$ cat config.mk
export PLATFORM = sky130hd
export DESIGN_NAME = branch_resolve
export DESIGN_NICKNAME = d
export VERILOG_FILES = /design/src/rtl/branch_resolve.sv
export SDC_FILE = /design/constraint.sdc
export NUM_CORES = 1
export LEC_CHECK = 0
export CORE_ASPECT_RATIO = 0.6
export CORE_UTILIZATION = 52
export CTS_CLUSTER_SIZE = 24
export DETAILED_ROUTE_END_ITERATION = 7
export GPL_ROUTABILITY_DRIVEN = 0
export PLACE_DENSITY_LB_ADDON = 0.05
export SLEW_MARGIN = 40
export SYNTH_ARGS = -nofsm -noshare
export SYNTH_HDL_FRONTEND = slang
export SYNTH_SLANG_ARGS = --single-unit
export TNS_END_PERCENT = 5
$ cat constraint.sdc
create_clock -name cpu_clk -period 7.5 [get_ports cpu_clk]
set_clock_uncertainty 0.2 [all_clocks]
set_input_delay 0.75 -clock cpu_clk [delete_from_list [all_inputs] [get_ports cpu_clk]]
set_output_delay 0.75 -clock cpu_clk [all_outputs]
set_load 0.02 [all_outputs]
$ cat src/rtl/branch_resolve.sv
// EX-stage branch resolution: carries IF prediction bits to EX, resolves branches/JALR,
// drives the predictor update bus and the fetch redirect. BRANCH_PERF_CNT_EN adds perf counters.
module branch_resolve #(
  parameter int ADDR_WIDTH = 32,
  parameter int DATA_WIDTH = 32,
  parameter int CNT_WIDTH  = 32
) (
  input  logic                  cpu_clk,
  input  logic                  cpu_rst,
  input  logic                  if_valid,
  input  logic [ADDR_WIDTH-1:0] pc_if,
  input  logic                  predict_taken_if,
  input  logic                  predict0_taken_if,
  input  logic                  predict1_taken_if,
  input  logic                  predict3_taken_if,
  input  logic [ADDR_WIDTH-1:0] predict_target_pc_if,
  input  logic                  stall_dec,
  input  logic                  branch_dec,
  input  logic                  jalr_dec,
  input  logic                  is_loop_dec,
  input  logic [2:0]            funct3_dec,
  input  logic [ADDR_WIDTH-1:0] imm_dec,
  input  logic [DATA_WIDTH-1:0] src_data1_ex,
  input  logic [DATA_WIDTH-1:0] src_data2_ex,
  input  logic                  redirect_ready,
  output logic                  branch_ex,
  output logic                  jalr_ex,
  output logic                  branch_taken_ex,
  output logic                  is_loop_ex,
  output logic                  predict0_taken_ex,
  output logic                  predict1_taken_ex,
  output logic                  predict3_taken_ex,
  output logic [ADDR_WIDTH-1:0] branch_pc_ex,
  output logic [ADDR_WIDTH-1:0] branch_target_pc,
  output logic                  redirect_valid,
  output logic [ADDR_WIDTH-1:0] redirect_pc,
  output logic                  flush,
  output logic [CNT_WIDTH-1:0]  branch_cnt,
  output logic [CNT_WIDTH-1:0]  mispredict_cnt
);

  localparam logic [0:0] ST_IDLE     = 1'b0;
  localparam logic [0:0] ST_REDIRECT = 1'b1;

  logic [0:0] state;

  logic                  fd_valid;
  logic [ADDR_WIDTH-1:0] fd_pc;
  logic                  fd_pt;
  logic                  fd_p0;
  logic                  fd_p1;
  logic                  fd_p3;
  logic [ADDR_WIDTH-1:0] fd_ptgt;

  logic                  de_valid;
  logic [ADDR_WIDTH-1:0] de_pc;
  logic                  de_pt;
  logic                  de_p0;
  logic                  de_p1;
  logic                  de_p3;
  logic [ADDR_WIDTH-1:0] de_ptgt;
  logic                  de_branch;
  logic                  de_jalr;
  logic                  de_is_loop;
  logic [2:0]            de_funct3;
  logic [ADDR_WIDTH-1:0] de_imm;

  logic                  ex_live;
  logic                  legal_funct3;
  logic                  cond_true;
  logic                  update;
  logic                  actual_taken;
  logic                  mispredict;
  logic                  kill;
  logic [ADDR_WIDTH-1:0] br_target;
  logic [ADDR_WIDTH-1:0] jalr_sum;
  logic [ADDR_WIDTH-1:0] jalr_target;
  logic [ADDR_WIDTH-1:0] actual_target;
  logic [ADDR_WIDTH-1:0] fall_through;

  // EX evaluation is suppressed while a redirect is outstanding.
  assign ex_live      = de_valid & (state == ST_IDLE);
  assign legal_funct3 = (de_funct3[2:1] != 2'b01);
  assign br_target    = de_pc + de_imm;
  assign jalr_sum     = src_data1_ex[ADDR_WIDTH-1:0] + de_imm;
  assign jalr_target  = {jalr_sum[ADDR_WIDTH-1:1], 1'b0};
  assign fall_through = de_pc + ADDR_WIDTH'(4);

  always_comb begin
    cond_true = 1'b0;
    case (de_funct3)
      3'b000:  cond_true = (src_data1_ex == src_data2_ex);
      3'b001:  cond_true = (src_data1_ex != src_data2_ex);
      3'b100:  cond_true = ($signed(src_data1_ex) <  $signed(src_data2_ex));
      3'b101:  cond_true = ($signed(src_data1_ex) >= $signed(src_data2_ex));
      3'b110:  cond_true = (src_data1_ex <  src_data2_ex);
      3'b111:  cond_true = (src_data1_ex >= src_data2_ex);
      default: cond_true = 1'b0;
    endcase
  end

  always_comb begin
    branch_ex     = ex_live & de_branch & legal_funct3;
    jalr_ex       = ex_live & de_jalr;
    update        = branch_ex | jalr_ex;
    actual_taken  = de_jalr | cond_true;
    actual_target = de_jalr ? jalr_target : br_target;
    mispredict    = 1'b0;
    if (jalr_ex) begin
      mispredict = !(de_pt && (de_ptgt == actual_target));
    end else if (branch_ex) begin
      mispredict = (de_pt != actual_taken) ||
                   (de_pt && actual_taken && (de_ptgt != actual_target));
    end
    branch_taken_ex   = update & actual_taken;
    is_loop_ex        = update & de_is_loop;
    predict0_taken_ex = update & de_p0;
    predict1_taken_ex = update & de_p1;
    predict3_taken_ex = update & de_p3;
    branch_pc_ex      = update ? de_pc : '0;
    branch_target_pc  = update ? actual_target : '0;
  end

  assign flush          = mispredict;
  assign redirect_valid = (state == ST_REDIRECT);
  assign kill           = mispredict | (state == ST_REDIRECT);

  always_ff @(posedge cpu_clk or posedge cpu_rst) begin
    if (cpu_rst) begin
      state       <= ST_IDLE;
      redirect_pc <= '0;
    end else begin
      case (state)
        ST_IDLE: begin
          if (mispredict) begin
            state       <= ST_REDIRECT;
            redirect_pc <= actual_taken ? actual_target : fall_through;
          end
        end
        ST_REDIRECT: begin
          if (redirect_ready) state <= ST_IDLE;
        end
        default: state <= ST_IDLE;
      endcase
    end
  end

  // A kill (mispredict or pending redirect) wins over a DEC stall.
  always_ff @(posedge cpu_clk or posedge cpu_rst) begin
    if (cpu_rst) begin
      fd_valid <= 1'b0;
      fd_pc    <= '0;
      fd_pt    <= 1'b0;
      fd_p0    <= 1'b0;
      fd_p1    <= 1'b0;
      fd_p3    <= 1'b0;
      fd_ptgt  <= '0;
    end else if (kill) begin
      fd_valid <= 1'b0;
    end else if (!stall_dec) begin
      fd_valid <= if_valid;
      fd_pc    <= pc_if;
      fd_pt    <= predict_taken_if;
      fd_p0    <= predict0_taken_if;
      fd_p1    <= predict1_taken_if;
      fd_p3    <= predict3_taken_if;
      fd_ptgt  <= predict_target_pc_if;
    end
  end

  always_ff @(posedge cpu_clk or posedge cpu_rst) begin
    if (cpu_rst) begin
      de_valid   <= 1'b0;
      de_pc      <= '0;
      de_pt      <= 1'b0;
      de_p0      <= 1'b0;
      de_p1      <= 1'b0;
      de_p3      <= 1'b0;
      de_ptgt    <= '0;
      de_branch  <= 1'b0;
      de_jalr    <= 1'b0;
      de_is_loop <= 1'b0;
      de_funct3  <= '0;
      de_imm     <= '0;
    end else begin
      de_valid <= fd_valid & ~stall_dec & ~kill;
      if (!kill && !stall_dec) begin
        de_pc      <= fd_pc;
        de_pt      <= fd_pt;
        de_p0      <= fd_p0;
        de_p1      <= fd_p1;
        de_p3      <= fd_p3;
        de_ptgt    <= fd_ptgt;
        de_branch  <= branch_dec;
        de_jalr    <= jalr_dec;
        de_is_loop <= is_loop_dec;
        de_funct3  <= funct3_dec;
        de_imm     <= imm_dec;
      end
    end
  end

`ifdef BRANCH_PERF_CNT_EN
  logic [CNT_WIDTH-1:0] branch_cnt_q;
  logic [CNT_WIDTH-1:0] mispredict_cnt_q;

  // Saturating counters: they stick at all-ones rather than wrap.
  always_ff @(posedge cpu_clk or posedge cpu_rst) begin
    if (cpu_rst) begin
      branch_cnt_q     <= '0;
      mispredict_cnt_q <= '0;
    end else begin
      if (update && (branch_cnt_q != '1)) branch_cnt_q <= branch_cnt_q + 1'b1;
      if (mispredict && (mispredict_cnt_q != '1)) mispredict_cnt_q <= mispredict_cnt_q + 1'b1;
    end
  end

  assign branch_cnt     = branch_cnt_q;
  assign mispredict_cnt = mispredict_cnt_q;
`else
  assign branch_cnt     = '0;
  assign mispredict_cnt = '0;
`endif

endmodule

==> flow_summary_export.csv <==
group,metric,value,unit
placed_design,portBuffers,279,
cts,post_cts_buffers,0,
setup_path,crit_type,"flop to output pin",
outcome,status,"complete, no violations",
grt,grt_max_degree,138,
timing,fin_crit,6.61,ns
timing,setup_viol,0,
cts,cts.sinks,209,
run,max_cap_viol_count,0,
die,dieArea,31200,µm²
yosys,postSynthRegisterBits,209,
yosys,synth-seq-area-share,33.0,%
cts,cts_tree,"done",
setup_path,startpoint_type,"flop",
cts,insertion_delay,0.55,ns
setup_path,r2r_start,"de_imm[0]$_DFFE_PP0P_",
timing,fin_ws,0.892,ns
die,fp.dieW,227,µm
detailed_routing,dr.pass1.iters,5,
setup_path,crit_required,6.55,ns
power_and_ir_drop,power.density,537,nW/µm²
grt,grt_pass1_wl,73000,µm
cts,htree_levels,1,
yosys,synth.distinct_cells,85,
setup_path,r2r_cells,16,
cts,cts_root_buf,"clkbuf_16",
power_and_ir_drop,ir_drop,0.231,mV
yosys,yosys_most_used_dff,"dfrtp_1",
layout,finalNetCount,2145,
grt,grtUsageTotal,31.0,%
timing,relSlewSlack,39.9,%
detailed_routing,routed_wl,48900,µm
setup_path,critPathLaunch,"de_imm[0]$_DFFE_PP0P_",
cts,cts_buffers,22,
placed_design,post-place-ws,1.09,ns
detailed_routing,drt-initial-drc-count,1142,
cts,cts_max_path_buffers,3,
die,die_h,137,µm
cts,ctsHoldBuffers,0,
die,core,30000,µm²
die,rows,49,
placed_design,dpl_cell_area,18600,µm²
layout,drive_above_1_share,6.09,%
grt,antenna_found_initial,2,
layout,stdcell_area,19300,µm²
cts,cts.clk_slew.worst_paths,0.07,ns
yosys,synthArstFlopShare,100,%
timing,worst_pin_slew,0.893,ns
setup_path,worstSetupEndpoint,"flush",
yosys,synth_edf_count,0,
placed_design,hpwl,38000,µm
setup_path,cp.arrival,5.66,ns
detailed_routing,wl_per_cell,21.3,µm
detailed_routing,drc,0,
yosys,synth.avg_cell_area,9.72,µm²
grt,grt_pass1_vias,12500,
die,pin_count,344,
detailed_routing,antenna_left,0,
layout,antenna_cells,0,
power_and_ir_drop,p_leak,8.19,nW
worst_hold_path,min_path_type,"flop to flop",
timing,rsz0062_at_grt,"false",
yosys,yosys_warnings,0,
setup_path,cp_max_fo,5,
detailed_routing,dr_total_vias,13600,
timing,timing_hold_violations_final,0,
die,start_util,52.9,%
layout,syn2layout_area_growth,22.1,%
setup_path,reg2reg_slack,1.41,ns
yosys,synth_cells,1631,
setup_path,end_kind,"output pin",
timing,final-max-slew-violation-count,0,
grt,grt-ovfl-total,0,
timing,min_period_over_period,88.1,%
timing,fmax,0.151,GHz
setup_path,r2r_end,"de_imm[6]$_DFFE_PP0P_",
yosys,syn_area,15900,µm²
detailed_routing,via_per_inst,5.91,
timing,setup_tns,0,ns
cts,post_cts_resized,0,
-- cells in the mapped netlist (7+ instances only) --
master      n  share of area [%]
and2_1     43                1.7
buf_2      12               0.38
ha_1       95                7.5
a21o_1     26                1.2
o31ai_1     8               0.38
and3_1     18               0.71
mux2_1    173                 12
or2_2       9               0.36
a31oi_1    13               0.51
nand3_1    38                1.2
a211oi_1   16               0.76
clkbuf_1   36               0.85
nor4_1     12               0.47
buf_1       8               0.19
o211ai_1   12               0.57
nand2_1   107                2.5
nor3_1     26               0.82
o21ai_0    50                1.6
o21a_1     16               0.76
or3_1      13               0.51
mux2i_1    48                3.0
xnor2_1    49                2.7
a21oi_1    93                2.9
dfrtp_1   209                 33
xor2_1     50                2.8
mux2_2     36                2.6
o21bai_1    7               0.33
nor2_1    101                2.4
o21ai_1     7               0.22
buf_4      65                3.1
nand4_1    36                1.4
buf_8      18                1.7
inv_1      57                1.3
-- placed cells by master (no fill, tap or decap), types with 15 or more instances in the layout --
cell             instances
mux2_1                 173
nor3_1                  26
nor2_1                 100
clkbuf_16               22
and3_1                  18
o21ai_0                 50
nand3_1                 38
nand4_1                 36
mux2i_1                 48
ha_1                    95
mux2_2                  36
dfrtp_1                208
o21a_1                  16
xor2_1                  50
a21o_1                  26
nand2_1                107
clkdlybuf4s50_1        279
xnor2_1                 49
a211oi_1                15
inv_1                   56
and2_1                  43
conb_1                  64
a21oi_1                 93
-- flip-flops by register name (all words and copies together) (netlist names), 3 cells and up --
| name | flops |
|---|---|
| redirect_pc | 32 |
| fd_ptgt | 32 |
| de_imm | 32 |
| fd_pc | 32 |
| de_pc | 32 |
| de_funct3 | 3 |
| de_ptgt | 32 |
-- worst max-delay path, stage by stage (launching register included) --
cell	delay [ns]
dfrtp_1	0.50
ha_1	0.33
fa_1	0.44
a211oi_1	0.40
o21ai_1	0.25
a211oi_1	0.58
o21ai_1	0.22
a2111o_1	0.44
and3_1	0.28
xnor2_1	0.17
nor4_1	0.22
and4_1	0.24
nand4_1	0.12
o2111ai_2	0.19
nand2_1	0.15
clkdlybuf4s50_1	0.57
-- how the worst min path moves through the flow --
stage | slack, ns | start | end | cells after the start
floorplan | 0.25 | de_is_loop$_DFFE_PP0P_ | de_is_loop$_DFFE_PP0P_ | 1
global placement | 0.26 | de_is_loop$_DFFE_PP0P_ | de_is_loop$_DFFE_PP0P_ | 1
detailed placement | 0.27 | de_is_loop$_DFFE_PP0P_ | de_is_loop$_DFFE_PP0P_ | 1
CTS | 0.28 | de_is_loop$_DFFE_PP0P_ | de_is_loop$_DFFE_PP0P_ | 1
global route | 0.30 | fd_pc[2]$_DFFE_PP0P_ | fd_pc[2]$_DFFE_PP0P_ | 1
finish | 0.27 | fd_ptgt[17]$_DFFE_PP0P_ | de_ptgt[17]$_DFFE_PP0P_ | 1
-- where the power goes --
| group | switching, W | internal, W |
|---|---|---|
| clock | 0.000478 | 0.000697 |
| sequential | 0.000685 | 0.00170 |
| combinational | 0.00404 | 0.00278 |
| total | 0.00520 | 0.00518 |
-- stage by stage --
| step | instances | hold slack (ns) | power [W] | util, % |
|---|---|---|---|---|
| detailed placement | 2257 | 0.268 | 0.00900 | 61.9 |
| finish | 2295 | 0.274 | 0.0104 | 64.5 |
| global route | 2295 | 0.297 | 0.0111 | 64.5 |
| floorplan | 1694 | 0.249 | 0.00683 | - |
| CTS | 2295 | 0.282 | 0.0102 | 64.5 |
| global placement | 2257 | 0.258 | 0.00886 | 61.9 |
-- final cells by class --
type / count / area [µm²]
inverters: 58 / 230
clock buffers: 31 / 634
fillers: 2522 / 10600
repair buffers: 295 / 2940
well taps: 408 / 510
flip-flops and latches: 209 / 5230
clock inverters: 7 / 139
multi-input cells: 1287 / 9660
-- cell families (layout without fill, tap and decap cells) --
logic type,Yosys count,in the layout,synth area share [%]
mux,257,257,17.9
compound gates,322,322,13.7
other cells,1,64,0.0237
flops,209,209,33.0
simple gates,447,447,14.4
buf+inv,198,391,7.65
xor+xnor,100,100,5.61
fa+ha+maj,97,97,7.75
-- layer usage --
layer | GRT usage (%) | wire length (µm) | up-vias | share of wire (%)
li1 | - | - | 6320 | -
met1 | 48.1 | 23500 | 6554 | 48
met2 | 41.7 | 18900 | 629 | 39
met3 | 9.13 | 5620 | 62 | 11
met4 | 6.34 | 919 | 0 | 1.9
met5 | 0 | 0 | - | 0
Note: power is estimated with default switching activity, not from simulation.
